`src/rtl/dmem_stall_controller_pkg.sv`:
```
// Shared constants and request decoding for the data-memory stall controller.
// The state encodings are shared with the hazard unit and the bench.
package dmem_stall_controller_pkg;

    localparam int WORD_SIZE = 16;

    localparam logic [1:0] ST_IDLE = 2'd0;
    localparam logic [1:0] ST_REQ  = 2'd1;
    localparam logic [1:0] ST_DONE = 2'd2;

    typedef struct packed {
        logic valid;
        logic is_write;
        logic conflict;
    } access_t;

    // A load and a store both asserted is a conflict; the store wins.
    function automatic access_t decode_access(input logic rd, input logic wr);
        access_t a;
        a.valid    = rd | wr;
        a.is_write = wr;
        a.conflict = rd & wr;
        return a;
    endfunction

endpackage

```
`src/rtl/dmem_stall_controller_if.sv`:
```
// Request/acknowledge bus between the stall controller and the external data memory.
// The controller is the master; the memory model or macro is the slave.
interface dmem_stall_controller_if
    import dmem_stall_controller_pkg::*;
#(
    parameter int WIDTH = WORD_SIZE
);
    logic             mem_read;
    logic             mem_write;
    logic [WIDTH-1:0] mem_address;
    logic [WIDTH-1:0] mem_wdata;
    logic [WIDTH-1:0] mem_rdata;
    logic             mem_ack;

    modport master (
        output mem_read,
        output mem_write,
        output mem_address,
        output mem_wdata,
        input  mem_rdata,
        input  mem_ack
    );

    modport slave (
        input  mem_read,
        input  mem_write,
        input  mem_address,
        input  mem_wdata,
        output mem_rdata,
        output mem_ack
    );
endinterface

```
`src/rtl/dmem_stall_controller_sat_counter.sv`:
```
// Up-counter with enable and synchronous clear that sticks at its all-ones value.
module sat_counter #(
    parameter int WIDTH = 16
) (
    input  logic             clk,
    input  logic             clr,
    input  logic             en,
    output logic [WIDTH-1:0] count
);

    // NOTE: state is updated with non-blocking assignments so every flop samples pre-edge values.
    always_ff @(posedge clk) begin
        if (clr) begin
            count <= '0;
        end else if (en && (count != '1)) begin
            count <= count + 1'b1;
        end
    end

endmodule

```
`src/rtl/dmem_stall_controller.sv`:
```
// Turns MEM-stage load/store bits into a multi-cycle memory transaction and
// freezes the pipeline until it completes; also counts stalled cycles.
module dmem_stall_controller
    import dmem_stall_controller_pkg::*;
#(
    parameter int WORD_SIZE = dmem_stall_controller_pkg::WORD_SIZE,
    parameter int TIMEOUT   = 15
) (
    input  logic                    clk,
    input  logic                    reset_n,
    input  logic                    d_readM_MEM,
    input  logic                    d_writeM_MEM,
    input  logic [WORD_SIZE-1:0]    addr_MEM,
    input  logic [WORD_SIZE-1:0]    wdata_MEM,
    output logic                    stall,
    output logic [WORD_SIZE-1:0]    MDR_MEM,
    dmem_stall_controller_if.master mem,
    output logic                    err,
    output logic [15:0]             stall_cycles
);

    logic [1:0] state;
    logic [7:0] wait_cnt;
    access_t    acc;
    logic       timeout_hit;

    assign acc = decode_access(d_readM_MEM, d_writeM_MEM);

    // The request cycle itself stalls, so the pipeline never moves past an unissued access.
    assign stall = ((state == ST_IDLE) && acc.valid) || (state == ST_REQ);

    // Fires in the TIMEOUT-th REQ cycle when no ack has arrived.
    assign timeout_hit = (({1'b0, wait_cnt} + 9'd1) == 9'(TIMEOUT));

    // NOTE: reset is synchronous, so it only takes effect at a clock edge while reset_n is low.
    always_ff @(posedge clk) begin
        if (!reset_n) begin
            state           <= ST_IDLE;
            wait_cnt        <= '0;
            MDR_MEM         <= '0;
            mem.mem_read    <= 1'b0;
            mem.mem_write   <= 1'b0;
            mem.mem_address <= '0;
            mem.mem_wdata   <= '0;
            err             <= 1'b0;
        end else begin
            case (state)
                ST_IDLE: begin
                    if (acc.valid) begin
                        state           <= ST_REQ;
                        wait_cnt        <= '0;
                        mem.mem_read    <= !acc.is_write;
                        mem.mem_write   <= acc.is_write;
                        mem.mem_address <= addr_MEM;
                        mem.mem_wdata   <= wdata_MEM;
                        if (acc.conflict) begin
                            err <= 1'b1;
                        end
                    end
                end

                ST_REQ: begin
                    if (mem.mem_ack) begin
                        if (!mem.mem_write) begin
                            MDR_MEM <= mem.mem_rdata;
                        end
                        mem.mem_read  <= 1'b0;
                        mem.mem_write <= 1'b0;
                        state         <= ST_DONE;
                    end else if (timeout_hit) begin
                        if (!mem.mem_write) begin
                            MDR_MEM <= '1;
                        end
                        err           <= 1'b1;
                        mem.mem_read  <= 1'b0;
                        mem.mem_write <= 1'b0;
                        state         <= ST_DONE;
                    end else begin
                        wait_cnt <= wait_cnt + 8'd1;
                    end
                end

                // The completing instruction's request bits are still visible here; ignore them.
                ST_DONE: state <= ST_IDLE;

                default: state <= ST_IDLE;
            endcase
        end
    end

    sat_counter #(
        .WIDTH(16)
    ) u_stall_cnt (
        .clk  (clk),
        .clr  (!reset_n),
        .en   (stall),
        .count(stall_cycles)
    );

endmodule

```
`src/flat_wrapper.sv`:
```
// flat-port wrapper written by rule: the top's interface ports become plain ports
module dmem_stall_controller_flat import dmem_stall_controller_pkg::*;
#(
    parameter int WORD_SIZE = dmem_stall_controller_pkg::WORD_SIZE,
    parameter int TIMEOUT   = 15
)
  (clk, reset_n, d_readM_MEM, d_writeM_MEM, addr_MEM, wdata_MEM, stall, MDR_MEM, err, stall_cycles, mem_mem_read, mem_mem_write, mem_mem_address, mem_mem_wdata, mem_mem_rdata, mem_mem_ack);
  dmem_stall_controller_if #(.WIDTH((WORD_SIZE))) mem_i ();
  input  logic clk;
  input  logic reset_n;
  input  logic d_readM_MEM;
  input  logic d_writeM_MEM;
  input  logic [WORD_SIZE-1:0] addr_MEM;
  input  logic [WORD_SIZE-1:0] wdata_MEM;
  output logic stall;
  output logic [WORD_SIZE-1:0] MDR_MEM;
  output logic err;
  output logic [15:0] stall_cycles;
  output wire logic [$bits(mem_i.mem_read)-1:0] mem_mem_read;
  output wire logic [$bits(mem_i.mem_write)-1:0] mem_mem_write;
  output wire logic [$bits(mem_i.mem_address)-1:0] mem_mem_address;
  output wire logic [$bits(mem_i.mem_wdata)-1:0] mem_mem_wdata;
  input wire logic [$bits(mem_i.mem_rdata)-1:0] mem_mem_rdata;
  input wire logic [$bits(mem_i.mem_ack)-1:0] mem_mem_ack;
  assign mem_mem_read = mem_i.mem_read;
  assign mem_mem_write = mem_i.mem_write;
  assign mem_mem_address = mem_i.mem_address;
  assign mem_mem_wdata = mem_i.mem_wdata;
  assign mem_i.mem_rdata = mem_mem_rdata;
  assign mem_i.mem_ack = mem_mem_ack;
  dmem_stall_controller #(.WORD_SIZE(WORD_SIZE), .TIMEOUT(TIMEOUT)) u_core (.clk(clk), .reset_n(reset_n), .d_readM_MEM(d_readM_MEM), .d_writeM_MEM(d_writeM_MEM), .addr_MEM(addr_MEM), .wdata_MEM(wdata_MEM), .stall(stall), .MDR_MEM(MDR_MEM), .mem(mem_i), .err(err), .stall_cycles(stall_cycles));
endmodule
```
`config.mk`:
```
export PLATFORM = sky130hd
export DESIGN_NAME = dmem_stall_controller_flat
export DESIGN_NICKNAME = d
export VERILOG_FILES = /design/src/rtl/dmem_stall_controller_pkg.sv /design/src/rtl/dmem_stall_controller_if.sv /design/src/rtl/dmem_stall_controller_sat_counter.sv /design/src/rtl/dmem_stall_controller.sv /design/src/flat_wrapper.sv
export SDC_FILE = /design/constraint.sdc
export NUM_CORES = 1
export LEC_CHECK = 0
export CORE_ASPECT_RATIO = 0.7
export CORE_MARGIN = 2
export CORE_UTILIZATION = 39
export DETAILED_ROUTE_END_ITERATION = 7
export GPL_ROUTABILITY_DRIVEN = 0
export PLACE_DENSITY = 0.84
export SLEW_MARGIN = 15
export SYNTH_ARGS = -nofsm -noshare
export SYNTH_HDL_FRONTEND = slang
export SYNTH_SLANG_ARGS = --single-unit
```
`constraint.sdc`:
```
create_clock -name clk -period 1.95 [get_ports clk]
set_input_delay 0.39 -clock clk [delete_from_list [all_inputs] [get_ports clk]]
set_output_delay 0.39 -clock clk [all_outputs]
set_load 0.03 [all_outputs]
```
==> flow_metrics.py <==
metrics = {
    "run_status": {
        "status": "finished, violations left",
        "failed_checks": "negative setup slack",
    },
    "floorplanning": {
        "start_util": 0.399,
        "die_x_um": 115,
        "die-area_sq_um": 9330,
        "design.core.area_sq_um": 8370,
        "pin_count": 121,
        "fp-row-count": 28,
        "die_y_um": 81.4,
    },
    "timing": {
        "finalWorstSetupSlack_ns": -0.0119,
        "max_slew_margin": 0.630,
        "finClkSkew_ns": 0.00702,
        "fin_crit_sh": 1.01,
        "rsz0062_at_grt": "true",
        "worst_slew_pin_slew_ns": 0.550,
        "slew_violations": 0,
        "fin_crit_ns": 1.96,
        "fmax_ghz": 0.510,
        "final_hold_viol_count": 0,
        "setup_viol": 2,
    },
    "route": {
        "final_antenna_net_count": 0,
        "wl_mm": 9.29,
        "num_vias": 3221,
        "vias_per_cell": 5.10,
        "routedWlPerCell_um": 14.7,
        "drt_pass1_iterations": 4,
        "route.detailed.drc": 0,
        "first_iter_violations": 159,
    },
    "clock_network": {
        "cts_max_path_buffers": 2,
        "clkSinkCount": 77,
        "htreeDepth": 3,
        "cts-root-buf": "clkbuf_16",
        "path_clk_slew_ns": 0.06,
        "cts_tree": "yes",
        "cts_hold_buf": 0,
        "cts_made_buffers": 9,
        "clk_latency_ns": 0.33,
    },
    "power": {
        "netSwitchingFraction": 0.268,
        "power_frac_comb": 0.193,
        "p_switching_w": 0.00118,
        "seq_power_share": 0.397,
        "p_leak_nw": 2.01,
        "p_clk_frac": 0.410,
        "internal-power_w": 0.00322,
        "powerDensity_nw_per_um2": 840,
        "irDropWorstVdd_mv": 0.585,
    },
    "setup_path": {
        "worstPathCellList": "ha_4 -> and4_4 -> a32o_2 -> o211ai_4 -> a21oi_2 -> buf_6 -> a211o_1",
        "cp_max_fo": 6,
        "setup.worst_path.start_class": "flop",
        "rrSetupSlack_ns": -0.01,
        "r2r_start": "u_core.wait_cnt[0]$_SDFFE_PN0P_",
        "required_ns": 2.17,
        "criticalPathCategory": "flop to flop",
        "critPathCaptureType": "flop",
        "rr_endpoint": "u_core.wait_cnt[5]$_SDFFE_PN0P_",
        "path_delay_family": "compound AO/OA/AOI/OAI gates",
        "cp_slowest_cell": "dfxtp_4",
        "reg2reg_depth": 7,
        "cp.arrival_ns": 2.18,
        "slowest_delay_ns": 0.36,
        "path_buf_inv": 1,
    },
    "layout": {
        "fillers": 706,
        "final_common_cell": "clkdlybuf4s50_1",
        "antenna_cells": 0,
        "syn2layout_area_growth_pct": 56.6,
        "drive_above_1_share": 0.163,
        "final_nets": 577,
        "layout_common_cells": "116 x clkdlybuf4s50_1, 98 x nand2_1, 73 x dfxtp_1",
        "postLayoutCoreUtil": 0.625,
    },
    "global_route": {
        "grt_pass1_vias": 3093,
        "globalRouteOverflowTotal": 0,
        "antenna_found_initial": 0,
        "grt_max_degree": 37,
        "grt_usage": 0.201,
        "grt_pass1_wl_mm": 14.6,
    },
    "place": {
        "io_buffers": 120,
        "pre_cts_ws_ns": -0.428,
        "hpwl_mm": 6.59,
    },
    "logic_synthesis": {
        "synth.avg_cell_area_sq_um": 8.70,
        "synth_flop_cell": "dfxtp_1",
        "synth_cells": 384,
        "synth-seq-cells": 77,
        "synthArstFlopShare": 0,
        "synth_warnings": 0,
        "synth_edf_count": 0,
        "syn_area_sq_um": 3340,
        "yosysUniqueCellTypes": 49,
        "syn_nets": 440,
        "seq_area_frac_synth": 0.461,
    },
    "min_path": {
        "hp-class": "flop to flop",
        "holdPathEnd": "u_core.mem.mem_address[8]$_SDFFE_PN0P_",
        "min_from": "u_core.mem.mem_address[8]$_SDFFE_PN0P_",
        "whs_path_depth": 2,
    },
    "job": {
        "max-cap-violations": 0,
    },
}
[per-stage QoR]
stage | hold slack [ns] | std cells | power [W] | area (sq um) | setup TNS [ns]
after floorplan | 0.473 | 384 | 0.00220 | 3350 | 0
after global placement | 0.438 | 614 | 0.00258 | 4770 | -1.22
after detailed placement | 0.447 | 614 | 0.00260 | 4770 | -2.22
after CTS | 0.455 | 630 | 0.00441 | 5110 | -0.133
after global routing | 0.485 | 631 | 0.00458 | 5230 | -0.381
final | 0.459 | 631 | 0.00439 | 5230 | -0.0190
[synth_stat cells, types with 6 or more instances]
library cell / number / area [sq um]
and2_1: 13 / 81.3
o21ai_0: 6 / 30.0
xnor2_1: 10 / 87.6
a21oi_1: 10 / 50.1
a21oi_2: 9 / 78.8
clkbuf_1: 17 / 63.8
dfxtp_1: 77 / 1540
nand2_1: 99 / 372
nand3_1: 7 / 35.0
nor2_1: 21 / 78.8
a21boi_0: 37 / 278
[cell type report]
cell class	instances	area, sq um	area share
Inverter	4	15.0	0.00287
Clock inverter	6	86.3	0.0165
Sequential cell	77	1550	0.296
Multi-Input combinational cell	283	1800	0.343
Clock buffer	10	239	0.0457
Timing Repair Buffer	146	1410	0.270
Tap cell	105	131	0.0251
[power by group through the flow]
stage	logic [W]	registers, W	clock network (W)
floorplan	0.000249	0.00195	0
global placement	0.000814	0.00177	0
detailed placement	0.000829	0.00177	0
CTS	0.000837	0.00174	0.00184
global route	0.000908	0.00176	0.00192
finish	0.000847	0.00174	0.00180
[what timing repair did]
| item | in CTS | in global routing |
|---|---|---|
| buffers inserted | 0 | 0 |
| endpoints found under the hold margin | 0 | 0 |
| pin swaps | 0 | 14 |
| resized for setup | 3 | 28 |
| cloned | 0 | 1 |
| setup endpoints to repair | 15 | 27 |
[flip-flops by register name (all words and copies together), names as in the netlist]
register	cells
u_core.state	2
u_core.MDR_MEM	16
u_core.u_stall_cnt.count	16
u_core.mem.mem_address	16
u_core.mem.mem_wdata	16
u_core.mem.mem_write	1
u_core.wait_cnt	8
u_core.mem.mem_read	1
u_core.err	1
[kinds of logic (layout without fill, tap and decap cells)]
| logic type | count (synthesis) | in the layout | synth area share |
|---|---|---|---|
| DFF | 77 | 77 | 0.461 |
| xor gates and xnor gates | 11 | 11 | 0.0288 |
| adders and majority gates | 3 | 3 | 0.0112 |
| buffers and inverters | 25 | 166 | 0.0378 |
| AOI/OAI and AO/OA | 88 | 89 | 0.209 |
| muxes | 2 | 2 | 0.00599 |
| and+or+nand+nor | 178 | 178 | 0.245 |
[layer usage]
metal  wire length, um  vias to the layer above  track usage  share of wire
li1                  -                     1587            -              -
met4                46                        0       0.0573         0.0050
met5                 0                        -            0              0
met2              4420                      105        0.336           0.48
met3               803                        4        0.102          0.086
met1              4020                     1525        0.230           0.43
[worst max path at each step]
stage	start	end	slack (ns)	depth (start not counted)
final	u_core.wait_cnt[0]$_SDFFE_PN0P_	u_core.wait_cnt[5]$_SDFFE_PN0P_	-0.01	7
after global routing	u_core.wait_cnt[0]$_SDFFE_PN0P_	u_core.wait_cnt[2]$_SDFFE_PN0P_	-0.06	7
after CTS	u_core.wait_cnt[1]$_SDFFE_PN0P_	u_core.MDR_MEM[14]$_SDFFE_PN0P_	-0.04	6
after detailed placement	d_writeM_MEM	u_core.u_stall_cnt.count[13]$_SDFFE_PN0P_	-0.43	6
after global placement	d_writeM_MEM	u_core.u_stall_cnt.count[13]$_SDFFE_PN0P_	-0.29	6
after floorplan	u_core.wait_cnt[0]$_SDFFE_PN0P_	u_core.MDR_MEM[4]$_SDFFE_PN0P_	0.04	7
[worst min-delay path: cells and delay by family (launching register included)]
family | cells | cell delay, ns
and+or+nand+nor | 1 | 0.04
AOI/OAI and AO/OA | 1 | 0.06
DFF | 1 | 0.30
Note: power is estimated with default switching activity, not from simulation.
